### config.mk
export PLATFORM = sky130hd
export DESIGN_NAME = norm_seq
export DESIGN_NICKNAME = d
export VERILOG_FILES = /design/src/rtl/norm_seq.sv
export SDC_FILE = /design/constraint.sdc
export NUM_CORES = 1
export LEC_CHECK = 0
export BUFFER_PORTS_ARGS = -buffer_cell sky130_fd_sc_hd__buf_2
export CORE_ASPECT_RATIO = 0.75
export CORE_UTILIZATION = 53
export DETAILED_ROUTE_END_ITERATION = 8
export PLACE_DENSITY = 0.81
export SYNTH_ARGS = -nofsm -noshare
export SYNTH_HDL_FRONTEND = slang
export SYNTH_SLANG_ARGS = --single-unit
### constraint.sdc
create_clock -name clk -period 7.6 [get_ports clk]
set_input_delay 0.38 -clock clk [delete_from_list [all_inputs] [get_ports clk]]
set_output_delay 0.38 -clock clk [all_outputs]
set_load 0.1 [all_outputs]
### src/rtl/norm_seq.sv
// rtl/norm_seq.sv - tile sequencer for the RMSNorm-1 controller over a multi-tile hidden dimension
//
// Walks the K-column tiles of one M-row block in three phases:
//   phase 1: read each input tile, pulse start1, wait out busy_norm1
//   phase 2: pulse start1_sum once, wait out busy_norm1
//   phase 3: re-read each tile, pulse start2, wait, write the scaled tile back
//
// Optional feature macro: NORM_SEQ_TIMEOUT_EN (per-wait watchdog of TIMEOUT cycles).
//
// Ports:
//   clk, rst_n                  clock, synchronous active-low reset
//   cfg_start                   pulse, begin a pass (accepted only when idle)
//   cfg_ntile                   number of tiles in the pass
//   cfg_rd_base, cfg_wr_base    first input / output tile address
//   busy_norm1                  norm controller busy
//   start1, start1_sum, start2  single-cycle phase start pulses
//   sram_rd_en, sram_rd_addr    tile read strobe and address
//   sram_wr_en, sram_wr_addr    tile write strobe and address
//   busy                        pass in progress
//   done                        single-cycle end-of-pass pulse
//   err                         sticky error flag, cleared by an accepted cfg_start

module norm_seq #(
  parameter int ADDR_W  = 12,
  parameter int NT_W    = 6,
  parameter int RD_LAT  = 1,
  parameter int TIMEOUT = 64
) (
  input  logic              clk,
  input  logic              rst_n,
  input  logic              cfg_start,
  input  logic [NT_W-1:0]   cfg_ntile,
  input  logic [ADDR_W-1:0] cfg_rd_base,
  input  logic [ADDR_W-1:0] cfg_wr_base,
  input  logic              busy_norm1,
  output logic              start1,
  output logic              start1_sum,
  output logic              start2,
  output logic              sram_rd_en,
  output logic              sram_wr_en,
  output logic [ADDR_W-1:0] sram_rd_addr,
  output logic [ADDR_W-1:0] sram_wr_addr,
  output logic              busy,
  output logic              done,
  output logic              err
);

  typedef enum logic [3:0] {
    S_IDLE, S_RD1, S_LAT1, S_ISS1, S_WAIT1, S_SUM, S_WAITS,
    S_RD2, S_LAT2, S_ISS2, S_WAIT2, S_WB, S_DONE
  } state_t;

  // LAT states hold RD_LAT-1 cycles: counter runs RD_LAT-2 down to 0.
  localparam logic [1:0] LAT_INIT = (RD_LAT > 1) ? 2'(RD_LAT - 2) : 2'd0;

  state_t            state_q, state_d;
  logic [NT_W-1:0]   t_q, t_d;
  logic [NT_W-1:0]   ntile_q, ntile_d;
  logic [ADDR_W-1:0] rd_base_q, rd_base_d;
  logic [ADDR_W-1:0] wr_base_q, wr_base_d;
  logic [1:0]        lat_q, lat_d;
  logic              wfirst_q, wfirst_d;
  logic              start1_q, start1_d;
  logic              start1_sum_q, start1_sum_d;
  logic              start2_q, start2_d;
  logic              rd_en_q, rd_en_d;
  logic              wr_en_q, wr_en_d;
  logic [ADDR_W-1:0] rd_addr_q, rd_addr_d;
  logic [ADDR_W-1:0] wr_addr_q, wr_addr_d;
  logic              busy_q, busy_d;
  logic              done_q, done_d;
  logic              err_q, err_d;

  logic last_tile;
  logic wait_exit;
  logic wait_abort;
  logic in_wait;

  assign last_tile = (t_q == ntile_q - NT_W'(1));
  assign in_wait   = (state_q == S_WAIT1) || (state_q == S_WAITS) || (state_q == S_WAIT2);
  // The controller registers its busy, so the first wait cycle after a start
  // still shows the previous (idle) value and must not end the wait.
  assign wait_exit = !wfirst_q && !busy_norm1;

`ifdef NORM_SEQ_TIMEOUT_EN
  localparam int TMO_W = $clog2(TIMEOUT + 1);
  logic [TMO_W-1:0] tmo_q, tmo_d;

  assign wait_abort = in_wait && !wfirst_q && busy_norm1 && (tmo_q == '0);

  always_comb begin
    tmo_d = tmo_q;
    if (wfirst_d) begin
      tmo_d = TMO_W'(TIMEOUT);
    end else if (in_wait && (tmo_q != '0)) begin
      tmo_d = tmo_q - TMO_W'(1);
    end
  end

  always_ff @(posedge clk) begin
    if (!rst_n) begin
      tmo_q <= '0;
    end else begin
      tmo_q <= tmo_d;
    end
  end
`else
  logic unused_timeout;
  assign unused_timeout = (TIMEOUT != 0) && in_wait;
  assign wait_abort     = 1'b0;
`endif

  always_comb begin
    state_d   = state_q;
    t_d       = t_q;
    ntile_d   = ntile_q;
    rd_base_d = rd_base_q;
    wr_base_d = wr_base_q;
    lat_d     = lat_q;
    wfirst_d  = 1'b0;
    err_d     = err_q;

    unique case (state_q)
      S_IDLE: begin
        if (cfg_start) begin
          ntile_d   = cfg_ntile;
          rd_base_d = cfg_rd_base;
          wr_base_d = cfg_wr_base;
          t_d       = '0;
          if (cfg_ntile == '0) begin
            state_d = S_DONE;
            err_d   = 1'b1;
          end else begin
            state_d = S_RD1;
            err_d   = 1'b0;
          end
        end
      end
      S_RD1: begin
        state_d = (RD_LAT > 1) ? S_LAT1 : S_ISS1;
        lat_d   = LAT_INIT;
      end
      S_LAT1: begin
        if (lat_q == 2'd0) state_d = S_ISS1;
        else               lat_d   = lat_q - 2'd1;
      end
      S_ISS1: begin
        state_d  = S_WAIT1;
        wfirst_d = 1'b1;
      end
      S_WAIT1: begin
        if (wait_abort) begin
          state_d = S_DONE;
          err_d   = 1'b1;
        end else if (wait_exit) begin
          if (last_tile) begin
            state_d = S_SUM;
          end else begin
            t_d     = t_q + NT_W'(1);
            state_d = S_RD1;
          end
        end
      end
      S_SUM: begin
        t_d      = '0;
        state_d  = S_WAITS;
        wfirst_d = 1'b1;
      end
      S_WAITS: begin
        if (wait_abort) begin
          state_d = S_DONE;
          err_d   = 1'b1;
        end else if (wait_exit) begin
          state_d = S_RD2;
        end
      end
      S_RD2: begin
        state_d = (RD_LAT > 1) ? S_LAT2 : S_ISS2;
        lat_d   = LAT_INIT;
      end
      S_LAT2: begin
        if (lat_q == 2'd0) state_d = S_ISS2;
        else               lat_d   = lat_q - 2'd1;
      end
      S_ISS2: begin
        state_d  = S_WAIT2;
        wfirst_d = 1'b1;
      end
      S_WAIT2: begin
        if (wait_abort) begin
          state_d = S_DONE;
          err_d   = 1'b1;
        end else if (wait_exit) begin
          state_d = S_WB;
        end
      end
      S_WB: begin
        if (last_tile) begin
          state_d = S_DONE;
        end else begin
          t_d     = t_q + NT_W'(1);
          state_d = S_RD2;
        end
      end
      S_DONE: begin
        state_d = S_IDLE;
      end
      default: begin
        state_d = S_IDLE;
      end
    endcase

    // A start request while a pass is running is dropped but flagged.
    if (cfg_start && (state_q != S_IDLE)) begin
      err_d = 1'b1;
    end
  end

  // Outputs are decoded from the next state so they are registered and line
  // up exactly with the state they belong to.
  always_comb begin
    start1_d     = (state_d == S_ISS1);
    start1_sum_d = (state_d == S_SUM);
    start2_d     = (state_d == S_ISS2);
    rd_en_d      = (state_d == S_RD1) || (state_d == S_RD2);
    wr_en_d      = (state_d == S_WB);
    busy_d       = (state_d != S_IDLE);
    done_d       = (state_d == S_DONE);
    rd_addr_d    = rd_en_d ? (rd_base_d + ADDR_W'(t_d)) : rd_addr_q;
    wr_addr_d    = wr_en_d ? (wr_base_d + ADDR_W'(t_d)) : wr_addr_q;
  end

  always_ff @(posedge clk) begin
    if (!rst_n) begin
      state_q      <= S_IDLE;
      t_q          <= '0;
      ntile_q      <= '0;
      rd_base_q    <= '0;
      wr_base_q    <= '0;
      lat_q        <= 2'd0;
      wfirst_q     <= 1'b0;
      start1_q     <= 1'b0;
      start1_sum_q <= 1'b0;
      start2_q     <= 1'b0;
      rd_en_q      <= 1'b0;
      wr_en_q      <= 1'b0;
      rd_addr_q    <= '0;
      wr_addr_q    <= '0;
      busy_q       <= 1'b0;
      done_q       <= 1'b0;
      err_q        <= 1'b0;
    end else begin
      state_q      <= state_d;
      t_q          <= t_d;
      ntile_q      <= ntile_d;
      rd_base_q    <= rd_base_d;
      wr_base_q    <= wr_base_d;
      lat_q        <= lat_d;
      wfirst_q     <= wfirst_d;
      start1_q     <= start1_d;
      start1_sum_q <= start1_sum_d;
      start2_q     <= start2_d;
      rd_en_q      <= rd_en_d;
      wr_en_q      <= wr_en_d;
      rd_addr_q    <= rd_addr_d;
      wr_addr_q    <= wr_addr_d;
      busy_q       <= busy_d;
      done_q       <= done_d;
      err_q        <= err_d;
    end
  end

  assign start1       = start1_q;
  assign start1_sum   = start1_sum_q;
  assign start2       = start2_q;
  assign sram_rd_en   = rd_en_q;
  assign sram_wr_en   = wr_en_q;
  assign sram_rd_addr = rd_addr_q;
  assign sram_wr_addr = wr_addr_q;
  assign busy         = busy_q;
  assign done         = done_q;
  assign err          = err_q;

endmodule

==> reports/qor.csv <==
stage,metric,value,unit
sta,fmax,243,MHz
yosys,"Avg Cell Area, Syn",8.02,sq um
floorplan,Die W,105,um
routing,vias post-DR,3977,
sta,fin crit period,4110,ps
cts,clk buf depth,2,
worst_hold_path,Hold Startpoint,cfg_ntile[3],
critical_path,r2r worst-path depth,16,
yosys,main combinational cell family by area after synthesis,simple AND/OR/NAND/NOR gates,
critical_path,"slowest stage delay, CP",450,ps
worst_hold_path,worst hold stages,3,
run,Max-Cap Viols,0,
sta,worst clock skew,15.9,ps
final_layout,nets,623,
yosys,Syn Inst Count,521,
yosys,Post-Syn Area,4180,sq um
routing,First-pass DRT Iterations,5,
floorplan,initial core utilization,55.7,%
sta,Slew headroom,44.2,%
routing,initial DRC count,265,
floorplan,row count,27,
status,outcome,"finished, final reports clean",
sta,Final Slew Violations,0,
global_routing,antenna violations before repair,0,
pwr,peak supply drop,0.244,mV
yosys,compound-cell area share of the yosys netlist,19.4,%
critical_path,CP arrival,4350,ps
global_routing,vias in the first global route,3877,
sta,Final setup violation count,0,
pwr,power density over the cells,354,nW/um^2
critical_path,Crit. End Element,flip-flop,
cts,CTS Hold Bufs,0,
final_layout,Multi-input gate area,2490,sq um
final_layout,"leading cell type in the layout, fill and taps excluded",nand2_1,
critical_path,reg-to-reg startpoint,ntile_q[0],
sta,final hold vios,0,
critical_path,Reg2Reg Setup Slack,3490,ps
routing,DR vias/cell,5.86,
final_layout,Area Growth Syn to Fin,12.7,%
routing,routed len/inst,15.6,um
placed_design,Inst Count DP,664,
yosys,ys flop type,dfxtp_1,
critical_path,worst reg2reg endpoint,sram_rd_addr[7],
pwr,Pwr Total,1.67,mW
yosys,net count after synthesis,570,
floorplan,die area,8250,sq um
cts,Post-CTS Setup Bufs,0,
critical_path,CP max stage cell,o21ai_1,
yosys,"top cells by area, synth","dfxtp_1, nand2_1, a21oi_1",
pwr,Leak,2.03,nW
cts,Clock Latency Late Sink,360,ps
yosys,warnings from Yosys,0,
floorplan,Die Span Y,78.9,um
placed_design,gp weighted congestion,0.941,
cts,TritonCTS clock tree,built,
final_layout,Finished Layout Cells,679,
sta,Worst Tran Pin Value,836,ps
global_routing,first-pass GRT wire length,17900,um
routing,final wirelength,10600,um
cts,cts bufs inserted,9,
yosys,#FFs+latches synth,75,
yosys,leading area contributor after synthesis,dfxtp_1,
final_layout,post-route cell area,4710,sq um
critical_path,crit path max fanout,5,
sta,Fin Setup TNS,0,ps
routing,DRC,0,
cts,CTS clock-pin slew for the worst setup and hold paths,70,ps
yosys,ys async rst share,0,%
final_layout,register area,1500,sq um
yosys,Synth top area share,35.9,%
global_routing,grt total ovfl,0,
final_layout,final core occ,62.8,%
cts,Root Buffer,clkbuf_8,
final_layout,fraction of layout cells with a size suffix above 1,17.6,%
yosys,Post-Synth Simple-Gate Area,25.5,%
yosys,number of flops mapped to enable cells by yosys,0,
global_routing,largest net degree at the start of global routing,51,
final_layout,Ant. Diodes,0,
critical_path,Worst setup SP type,flip-flop,
worst_hold_path,end of the worst hold path,ntile_q[3],
critical_path,CP startpoint,ntile_q[0],
cts,TritonCTS Sinks,75,
placed_design,Buffers on Ports,65,
sta,hold slack,282,ps
sta,Tcrit/Tclk final,54.1,%
critical_path,WS Path Type,flip-flop to flip-flop,
sta,unrepaired setup endpoints after global routing,false,
floorplan,IO Count,66,
critical_path,"Data required, critical path",7840,ps
critical_path,CP cell instances,"inv_1, ha_1, o21ba_1, a221o_1, and2_1, nor2_1, nor2_1, o21ai_0, a22o_1, ha_1, nor2b_1, a21oi_1, nand3_1, o21ai_1, nor4bb_1, a311o_1",
placed_design,Placed Instance Area,4520,sq um
floorplan,Std-Cell Core Area,7500,sq um
global_routing,Total Routing Usage GR,27.3,%
yosys,synthesized-area fraction occupied by adder cells,5.33,%
final_layout,"commonest cells after routing, fill and taps aside","nand2_1, dfxtp_1, buf_2",
yosys,mux share of post-synthesis cell area,5.21,%
final_layout,Fillers,680,
routing,antenna-violating nets left,0,
yosys,part of the Yosys area used for sequential elements,35.9,%
sta,worst setup margin,3490,ps
worst_hold_path,Hold Crit Class,input port to flip-flop,
placed_design,Setup WS pre-CTS,3560,ps
placed_design,HPWL after DPL,7650,um
yosys,Netlist cell types,71,
yosys,xor/xnor share of the synthesized area,4.19,%
cts,Resized Gates After CTS,0,
cts,maximum level of the CTS H-tree,3,
[flip-flops by register name (all words and copies together) (netlist names)]
name	flops
wfirst_q	1
sram_wr_addr	12
start2	1
sram_rd_en	1
start1	1
t_q	6
busy	1
sram_rd_addr	12
wr_base_q	12
ntile_q	6
start1_sum	1
state_q	4
done	1
err	1
rd_base_q	12
sram_wr_en	1
lat_q	2
[area by class of cell]
class	instances	share of cell area, %
multi-input cells	405	52.9
flip-flops and latches	75	31.9
repair buffers	67	7.22
well taps	101	2.68
clock buffers	9	2.63
clock inverters	6	1.38
inverters	16	1.27
[metal layers]
layer / vias to the layer above / wire length, um / global-route usage, %
li1: 1943 / - / -
met1: 1849 / 4720 / 33.4
met2: 161 / 4880 / 46.4
met3: 24 / 764 / 7.39
met4: 0 / 210 / 9.86
met5: - / 0 / 0
[synthesized netlist by cell type, drive strengths merged, types with 9 or more instances]
master and number:
xnor2 13, clkbuf 16, inv 15, a21oi 47, buf 9, nand3 18
dfxtp 75, o21ai 19, and2 11, nor3 12, nand2 81, ha 13
mux2i 18, nor2 61
[power by group]
group	internal [mW]	leakage, nW	switching (mW)	total (mW)
Combinational	0.246	1.33	0.598	0.844
Clock	0.150	0.0955	0.150	0.300
Sequential	0.464	0.612	0.0585	0.523
Total	0.860	2.03	0.807	1.67
[logic make-up (layout without fill, tap and decap cells)]
kind of cell / count (synthesis) / count (layout)
buffers and inverters: 41 / 98
flip-flops: 75 / 75
AND/OR/NAND/NOR: 227 / 227
adder cells (fa/ha/maj): 17 / 17
XOR/XNOR: 20 / 20
multiplexers: 21 / 21
AO/OA/AOI/OAI: 120 / 120
[worst max path at each step]
stage	end	slack [ps]	cells after the start
after detailed placement	sram_wr_addr[10]	3560	16
after global routing	sram_rd_addr[9]	3230	16
final	sram_rd_addr[7]	3490	16
after floorplan	sram_wr_addr[8]	4030	16
after global placement	sram_wr_addr[8]	3740	16
after CTS	sram_wr_addr[8]	3560	16
[critical path, delay by kind of cell (launching register included)]
| family | cells | cell delay [ps] |
|---|---|---|
| AO/OA/AOI/OAI | 7 | 2010 |
| AND/OR/NAND/NOR | 6 | 990 |
| adder cells (fa/ha/maj) | 2 | 510 |
| flip-flops | 1 | 410 |
| buffers and inverters | 1 | 80 |
(Power assumes the default switching activity.)
